`config.mk`:
```
export PLATFORM = sky130hd
export DESIGN_NAME = mlp_neuron_acc
export DESIGN_NICKNAME = d
export VERILOG_FILES = /design/src/rtl/mlp_neuron_acc.sv
export SDC_FILE = /design/constraint.sdc
export NUM_CORES = 1
export LEC_CHECK = 0
export CAP_MARGIN = 20
export CORE_ASPECT_RATIO = 1.25
export CORE_UTILIZATION = 59
export CTS_CLUSTER_SIZE = 24
export DETAILED_ROUTE_END_ITERATION = 6
export GPL_TIMING_DRIVEN = 0
export PLACE_DENSITY_LB_ADDON = 0.12
export SLEW_MARGIN = 10
export SYNTH_ARGS = -nofsm -noshare
export SYNTH_HDL_FRONTEND = slang
export SYNTH_SLANG_ARGS = --single-unit
```
`constraint.sdc`:
```
create_clock -name clk -period 9.3 [get_ports clk]
set_input_delay 1.395 -clock clk [delete_from_list [all_inputs] [get_ports clk]]
set_output_delay 1.395 -clock clk [all_outputs]
set_load 0.01 [all_outputs]
```
`src/rtl/mlp_neuron_acc.sv`:
```
// Streaming multiply-accumulate neuron: bias + sum(i*w) with saturation and selectable activation.
// A beat's product is registered on accept and folded into the accumulator on the following edge.
module mlp_neuron_acc #(
    parameter int IN_W     = 4,
    parameter int ACC_W    = 16,
    parameter int MAX_TAPS = 16
) (
    input  logic                    clk,
    input  logic                    rst_n,
    input  logic                    in_valid,
    output logic                    in_ready,
    input  logic [IN_W-1:0]         in_i,
    input  logic [IN_W-1:0]         in_w,
    input  logic                    in_last,
    input  logic [ACC_W-1:0]        bias,
    input  logic [1:0]              act_mode,
    output logic                    out_valid,
    input  logic                    out_ready,
    output logic [ACC_W-1:0]        out_data,
    output logic [ACC_W-1:0]        out_raw,
    output logic                    out_sat,
    output logic                    out_err
);
    localparam int unsigned PW = 2 * IN_W;
    localparam int unsigned CW = $clog2(MAX_TAPS + 1);

    typedef enum logic [1:0] {S_IDLE, S_ACC, S_DRAIN, S_OUT} state_t;

    state_t                   r_state;
    logic                     r_in_ready;
    logic signed [PW-1:0]     r_prod;
    logic                     r_prod_vld;
    logic signed [ACC_W-1:0]  r_acc;
    logic [1:0]               r_mode;
    logic                     r_sat;
    logic                     r_err;
    logic [CW-1:0]            r_cnt;
    logic                     r_out_valid;
    logic [ACC_W-1:0]         r_out_data;
    logic [ACC_W-1:0]         r_out_raw;
    logic                     r_out_sat;
    logic                     r_out_err;

    logic signed [PW-1:0]     w_i_ext;
    logic signed [PW-1:0]     w_w_ext;
    logic signed [PW-1:0]     w_mult;
    logic signed [ACC_W-1:0]  w_prod_ext;
    logic signed [ACC_W:0]    w_sum;
    logic                     w_clamp;
    logic signed [ACC_W-1:0]  w_acc_next;
    logic signed [ACC_W-1:0]  w_act;
    logic                     w_accept;
    logic [CW-1:0]            w_next_cnt;
    logic                     w_full;
    logic                     w_last;

    // Product, saturating add and activation datapath
    always_comb begin
        w_i_ext    = {{IN_W{in_i[IN_W-1]}}, in_i};
        w_w_ext    = {{IN_W{in_w[IN_W-1]}}, in_w};
        w_mult     = w_i_ext * w_w_ext;
        w_prod_ext = {{(ACC_W-PW){r_prod[PW-1]}}, r_prod};
        w_sum      = {r_acc[ACC_W-1], r_acc} + {w_prod_ext[ACC_W-1], w_prod_ext};
        w_clamp    = w_sum[ACC_W] != w_sum[ACC_W-1];
        w_acc_next = w_sum[ACC_W-1:0];
        if (w_clamp) begin
            w_acc_next = w_sum[ACC_W] ? {1'b1, {(ACC_W-1){1'b0}}} : {1'b0, {(ACC_W-1){1'b1}}};
        end
        case (r_mode)
            2'b00:   w_act = r_acc;
            2'b10:   w_act = r_acc[ACC_W-1] ? (r_acc >>> 3) : r_acc;
            default: w_act = (r_acc > ACC_W'(signed'(0))) ? r_acc : ACC_W'(signed'(0));
        endcase
    end

    // Beat bookkeeping; reaching MAX_TAPS forces the vector to close
    always_comb begin
        w_accept   = in_valid && r_in_ready;
        w_next_cnt = (r_state == S_IDLE) ? CW'(1) : r_cnt + CW'(1);
        w_full     = w_next_cnt == CW'(MAX_TAPS);
        w_last     = in_last || w_full;
    end

    always_ff @(posedge clk) begin
        if (!rst_n) begin
            r_state     <= S_IDLE;
            r_in_ready  <= 1'b1;
            r_prod      <= '0;
            r_prod_vld  <= 1'b0;
            r_acc       <= '0;
            r_mode      <= 2'b00;
            r_sat       <= 1'b0;
            r_err       <= 1'b0;
            r_cnt       <= '0;
            r_out_valid <= 1'b0;
            r_out_data  <= '0;
            r_out_raw   <= '0;
            r_out_sat   <= 1'b0;
            r_out_err   <= 1'b0;
        end else begin
            r_prod_vld <= w_accept;
            if (w_accept) begin
                r_prod <= w_mult;
            end
            if (r_prod_vld) begin
                r_acc <= w_acc_next;
                if (w_clamp) begin
                    r_sat <= 1'b1;
                end
            end
            case (r_state)
                S_IDLE: begin
                    if (w_accept) begin
                        r_acc  <= bias;
                        r_mode <= act_mode;
                        r_sat  <= 1'b0;
                        r_err  <= !in_last && w_full;
                        r_cnt  <= w_next_cnt;
                        if (w_last) begin
                            r_state    <= S_DRAIN;
                            r_in_ready <= 1'b0;
                        end else begin
                            r_state <= S_ACC;
                        end
                    end
                end
                S_ACC: begin
                    if (w_accept) begin
                        r_cnt <= w_next_cnt;
                        if (w_last) begin
                            r_err      <= !in_last && w_full;
                            r_state    <= S_DRAIN;
                            r_in_ready <= 1'b0;
                        end
                    end
                end
                S_DRAIN: begin
                    // Wait until the last product has been folded in
                    if (!r_prod_vld) begin
                        r_out_data  <= w_act;
                        r_out_raw   <= r_acc;
                        r_out_sat   <= r_sat;
                        r_out_err   <= r_err;
                        r_out_valid <= 1'b1;
                        r_state     <= S_OUT;
                    end
                end
                default: begin
                    if (out_ready) begin
                        r_out_valid <= 1'b0;
                        r_in_ready  <= 1'b1;
                        r_state     <= S_IDLE;
                    end
                end
            endcase
        end
    end

    assign in_ready  = r_in_ready;
    assign out_valid = r_out_valid;
    assign out_data  = r_out_data;
    assign out_raw   = r_out_raw;
    assign out_sat   = r_out_sat;
    assign out_err   = r_out_err;
endmodule

```
Word level (Yosys, flattened, before mapping). Index checks and enable logic that the tools add are counted.

Reductions and logical operators: 18. Add/subtract/negate cells: 2. Mux-type cells: 31. Equality and inequality tests: 11. Order comparisons: 1. Multiply operators: 1. Bitwise logic cells: 3.

Operators with widths (count): $mux W16 (7); $pmux W16 S2 (1); $add A16 B8 Y17 (1); $gt A16 B1 Y1 const B (1); $mux W1 (12); $mux W2 (6); $mul A4 B4 Y8 (1); $ne A2 B2 Y1 const B (4); $reduce_and A4 Y1 (2); $pmux W1 S2 (3); $pmux W2 S3 (1); $reduce_and A2 Y1 (3); $reduce_bool A2 Y1 (3); $add A5 B1 Y5 const B (1); $eq A5 B5 Y1 const B (1); $mux W5 (1); $reduce_and A5 Y1 (1); $eq A2 B2 Y1 const B (2); $logic_not A2 Y1 (2); $ne A2 B1 Y1 const B (2); $reduce_bool A4 Y1 (1); $not A1 Y1 (3); $reduce_and A3 Y1 (1); $eq A2 B1 Y1 const B (1); other kinds (5) (6).

Word-level logic and storage cells: 81. Register bits: 72. Output and inout port bits: 36. Input port bits: 31.

Longest topological paths before layout.
Word-level depth: 7. Depth in mapped cells: 12. Gate-level depth less buffers: 12.

Worst setup path before layout. Ideal clock, no wire load.

Path kind: input to register. Start: input in_i[0]. End: register r_prod[7]. Arrival: 4251 ps. Stages on the path: 11. Setup slack: 4964 ps. Cell sequence: nand2b_1 > fa_1 > fa_1 > inv_1 > fa_1 > ha_1 > fa_1 > a21o_1 > a21oi_1 > xnor2_1 > a211oi_1.

Longest elaborated chain between the ends: 1.

RTL lines: start, declared (line 12) `input logic [IN_W-1:0] in_i,`; $mul A4 B4 Y8 (line 61) `w_mult = w_i_ext * w_w_ext;`; end signal, assigned (line 103) `r_prod <= w_mult;`; end, declared (line 31) `logic signed [PW-1:0] r_prod;`.

Every way passes these cells. A chain may end at the register's enable or synchronous reset.

Final worst setup path.
Start: input in_w[3]. End: register r_prod[7].

Longest elaborated chain between the ends: 1.

RTL lines: start, declared (line 13) `input logic [IN_W-1:0] in_w,`; $mul A4 B4 Y8 (line 61).

Every way passes these cells.

==> summary.md <==
| Metric | Value |
|---|---|
| Outcome | `finished clean` |
| Leading area contributor after synthesis | `dfxtp_1` |
| Die width | `79.8 µm` |
| Area Overhead vs Synth | `22.9%` |
| CP Launch Type | `input port` |
| Post-CTS Resized | `0` |
| Synth top area cells | `dfxtp_1, ha_1, a21oi_1` |
| DRC viols | `0` |
| RSZ-0062 raised after global routing | `no` |
| CTS tree | `done` |
| Clk buf depth | `2` |
| Max-Cap Viols | `0` |
| Hpwl dp | `slightly below 9000 µm` |
| Critical Path Sink | `r_prod[7]` |
| Slowest stage cell on the critical path | `clkdlybuf4s50_1` |
| Post-synth cell types | `59` |
| Global-route wire length before repair | `18800 µm` |
| Initial antenna violation count | `0` |
| Dominant synthesized flop cell | `dfxtp_1` |
| Remaining antenna violation count after routing | `0` |
| GPL Wtd Cong | `approximately 0.9` |
| Critical Path Source | `in_w[3]` |
| Cells after synthesis | `546` |
| Critical path cell sequence | `clkdlybuf4s50_1 > nand2b_1 > fa_1 > fa_1 > inv_1 > fa_1 > ha_1 > fa_1 > a21o_1 > a21oi_1 > xnor2_1 > a211oi_1` |
| Routed len/inst | `15.9 µm` |
| Gr usage total | `around 31%` |
| Syn_nets | `620` |
| Count of final hold-check violations | `0` |
| Via count | `4277` |
| Initial DRC count | `212` |
| Vias in the first global route | `roughly 4200` |
| Mapped Area | `4460 µm²` |
| Die Span Y | `99.2 µm` |
| Reg-to-reg setup timing slack | `approximately 6.4 ns` |
| Setup TNS | `0 ns` |
| P_leak | `2.08 nW` |
| Port Buffers | `66` |
| Total grt overflow | `0` |
| CTS buffer count | `9` |
| Critical Path AT | `5.00 ns` |
| Final critical-path share of the clock period | `51.0%` |
| Ys Warns | `0` |
| Layout cells sized above 1 | `4.62%` |
| Dpl cell area | `around 5200 µm²` |
| Post-CTS setup buffer count | `0` |
| Maximum fanout along the worst path | `5` |
| Mean post-synth cell area | `8.17 µm²` |
| Final hold slack | `about 0.46 ns` |
| Synth cell count leaders | `nand2_1, dfxtp_1, a21oi_1` |
| FF-to-FF End | `r_acc[14]` |
| Worst clock skew | `roughly 0.014 ns` |
| Num rows | `35` |
| FF+latch count, synth | `72` |
| Least-Margin Pin Slew | `0.857 ns` |
| Reg clk slew, reported paths | `0.08 ns` |
| Async SR Flop Fraction | `0%` |
| PwrDens | `247 nW/µm²` |
| Vias/cell | `5.94` |
| H-tree levels | `3` |
| Post-synth EDFFs | `0` |
| Fillers | `568` |
| Final setup violation count | `0` |
| CTS sink count | `72` |
| Reg2reg start | `r_acc[0]` |
| Worst setup EP type | `register` |
| Achievable frequency | `roughly 0.21 GHz` |
| Reg2Reg Depth | `11` |
| Fin nets | `697` |
| Top cell by count, worst path | `fa_1` |
| Ports | `67` |
| Tmin final | `4.75 ns` |
| Core footprint | `7360 µm²` |
| Seq/Total Area, Yosys | `32.3%` |
| Share of the synthesized area in the top cell type | `32.3%` |
| DR pass1 iterations | `5` |
| Post-CTS Hold Fix Bufs | `0` |
| Drt total wl | `11400 µm` |
| CTS Root Cell | `clkbuf_8` |
| Largest net degree at the start of global routing | `14` |
| Fin area | `5480 µm²` |
| Pins Over Slew Limit | `0` |
| Antenna Cells | `0` |
| Worst Hold Class | `reg -> reg` |
| Kind of critical path | `in -> reg` |
| Crit path required time | `9.55 ns` |
| Clk_lat worst skew | `0.35 ns` |
| Initial Util | `60.6%` |
| Die ar. | `7910 µm²` |
| Worst path max stage delay | `0.56 ns` |
| Peak supply drop | `159 µV` |
| Worst relative slew slack | `42.3%` |
| Most common cell in the netlist | `nand2_1` |
area by class of cell:
cell class                 instances  area, µm²  area share (%)
tap                               92        115            2.10
sequential                        72       1440            26.3
clock inverter                     6        116            2.12
timing repair buffer              66        661            12.1
clock buffer                      10        128            2.33
buffer                            27        110            2.01
multi-input combinational        424       2820            51.5
inverter                          23       86.3            1.58
power breakdown:
group | internal (mW) | switching [mW] | total, mW
sequential | 0.363 | 0.0755 | 0.438
combinational | 0.248 | 0.361 | 0.609
clock | 0.180 | 0.125 | 0.305
worst max-delay path: cells and delay by family:
family                     cells  cell delay [ns]
AOI/OAI and AO/OA              3             0.60
and+or+nand+nor                1             0.11
adders and majority gates      5             2.16
buffers and inverters          2             0.62
xor gates and xnor gates       1             0.11
flip-flops by register name, summed over array words and instances (netlist names):
| register | count |
|---|---|
| r_state | 2 |
| r_prod_vld | 1 |
| r_sat | 1 |
| out_raw | 16 |
| out_sat | 1 |
| r_err | 1 |
| r_prod | 8 |
| out_err | 1 |
| out_valid | 1 |
| r_cnt | 5 |
| r_mode | 2 |
| r_acc | 16 |
| in_ready | 1 |
| out_data | 16 |
cell usage in the layout (no fill, tap or decap), types with 3 or more instances in the layout:
| cell | synthesis | layout |
|---|---|---|
| mux2i_1 | 8 | 8 |
| nor3b_1 | 4 | 4 |
| bufinv_16 | 0 | 3 |
| nor3_1 | 17 | 17 |
| maj3_1 | 4 | 4 |
| clkbuf_1 | 22 | 23 |
| nand2_1 | 76 | 76 |
| buf_1 | 3 | 3 |
| a211oi_1 | 5 | 5 |
| clkdlybuf4s50_1 | 0 | 66 |
| xor2_1 | 12 | 12 |
| and2_1 | 12 | 12 |
| o211ai_1 | 4 | 4 |
| o21ai_1 | 14 | 14 |
| a21o_1 | 6 | 6 |
| nor4_1 | 4 | 4 |
| a221oi_1 | 5 | 5 |
| o311ai_1 | 4 | 4 |
| inv_1 | 22 | 22 |
| xnor2_1 | 11 | 11 |
| nor2b_1 | 13 | 13 |
| a21oi_1 | 68 | 68 |
| nor2_1 | 36 | 36 |
| nand3_1 | 13 | 13 |
| nand2b_1 | 5 | 5 |
| ha_1 | 33 | 33 |
| o21ai_0 | 13 | 13 |
| fa_1 | 10 | 10 |
| clkbuf_8 | 0 | 9 |
| dfxtp_1 | 72 | 72 |
| a22oi_1 | 13 | 13 |
through the flow:
step	cells	total power, mW	worst slack [ns]	util, %
2_1_floorplan	546	0.863	4.96	-
3_3_place_gp	704	1.02	4.37	71.2
3_5_place_dp	704	1.04	4.21	71.2
4_1_cts	720	1.35	4.54	74.5
5_1_grt	720	1.44	4.35	74.5
6_report	720	1.35	4.55	74.5
worst min path at each step:
stage,startpoint,endpoint,slack [ns],depth (start not counted)
3_5_place_dp,r_mode[1],r_mode[1],0.44,2
2_1_floorplan,r_err,out_err,0.43,2
6_report,r_mode[1],r_mode[1],0.46,2
4_1_cts,r_mode[1],r_mode[1],0.46,2
3_3_place_gp,r_mode[1],r_mode[1],0.44,2
5_1_grt,out_raw[2],out_raw[2],0.49,2
routing by layer:
layer,vias up,GRT usage (%),share of wire [%]
met5,-,0,0
met4,0,13.5,3.2
met3,28,5.87,5.5
met2,165,54.8,51
met1,2003,35.0,40
li1,2081,-,-
kinds of logic after synthesis:
| family | Yosys count | share of synthesized area [%] |
|---|---|---|
| AND/OR/NAND/NOR | 191 | 20.3 |
| AO/OA/AOI/OAI | 154 | 21.7 |
| flip-flops | 72 | 32.3 |
| buffers and inverters | 50 | 4.40 |
| adder cells (fa/ha/maj) | 47 | 14.6 |
| XOR/XNOR | 23 | 4.52 |
| multiplexers | 9 | 2.05 |
No activity file was read; power rests on OpenSTA's default activity.
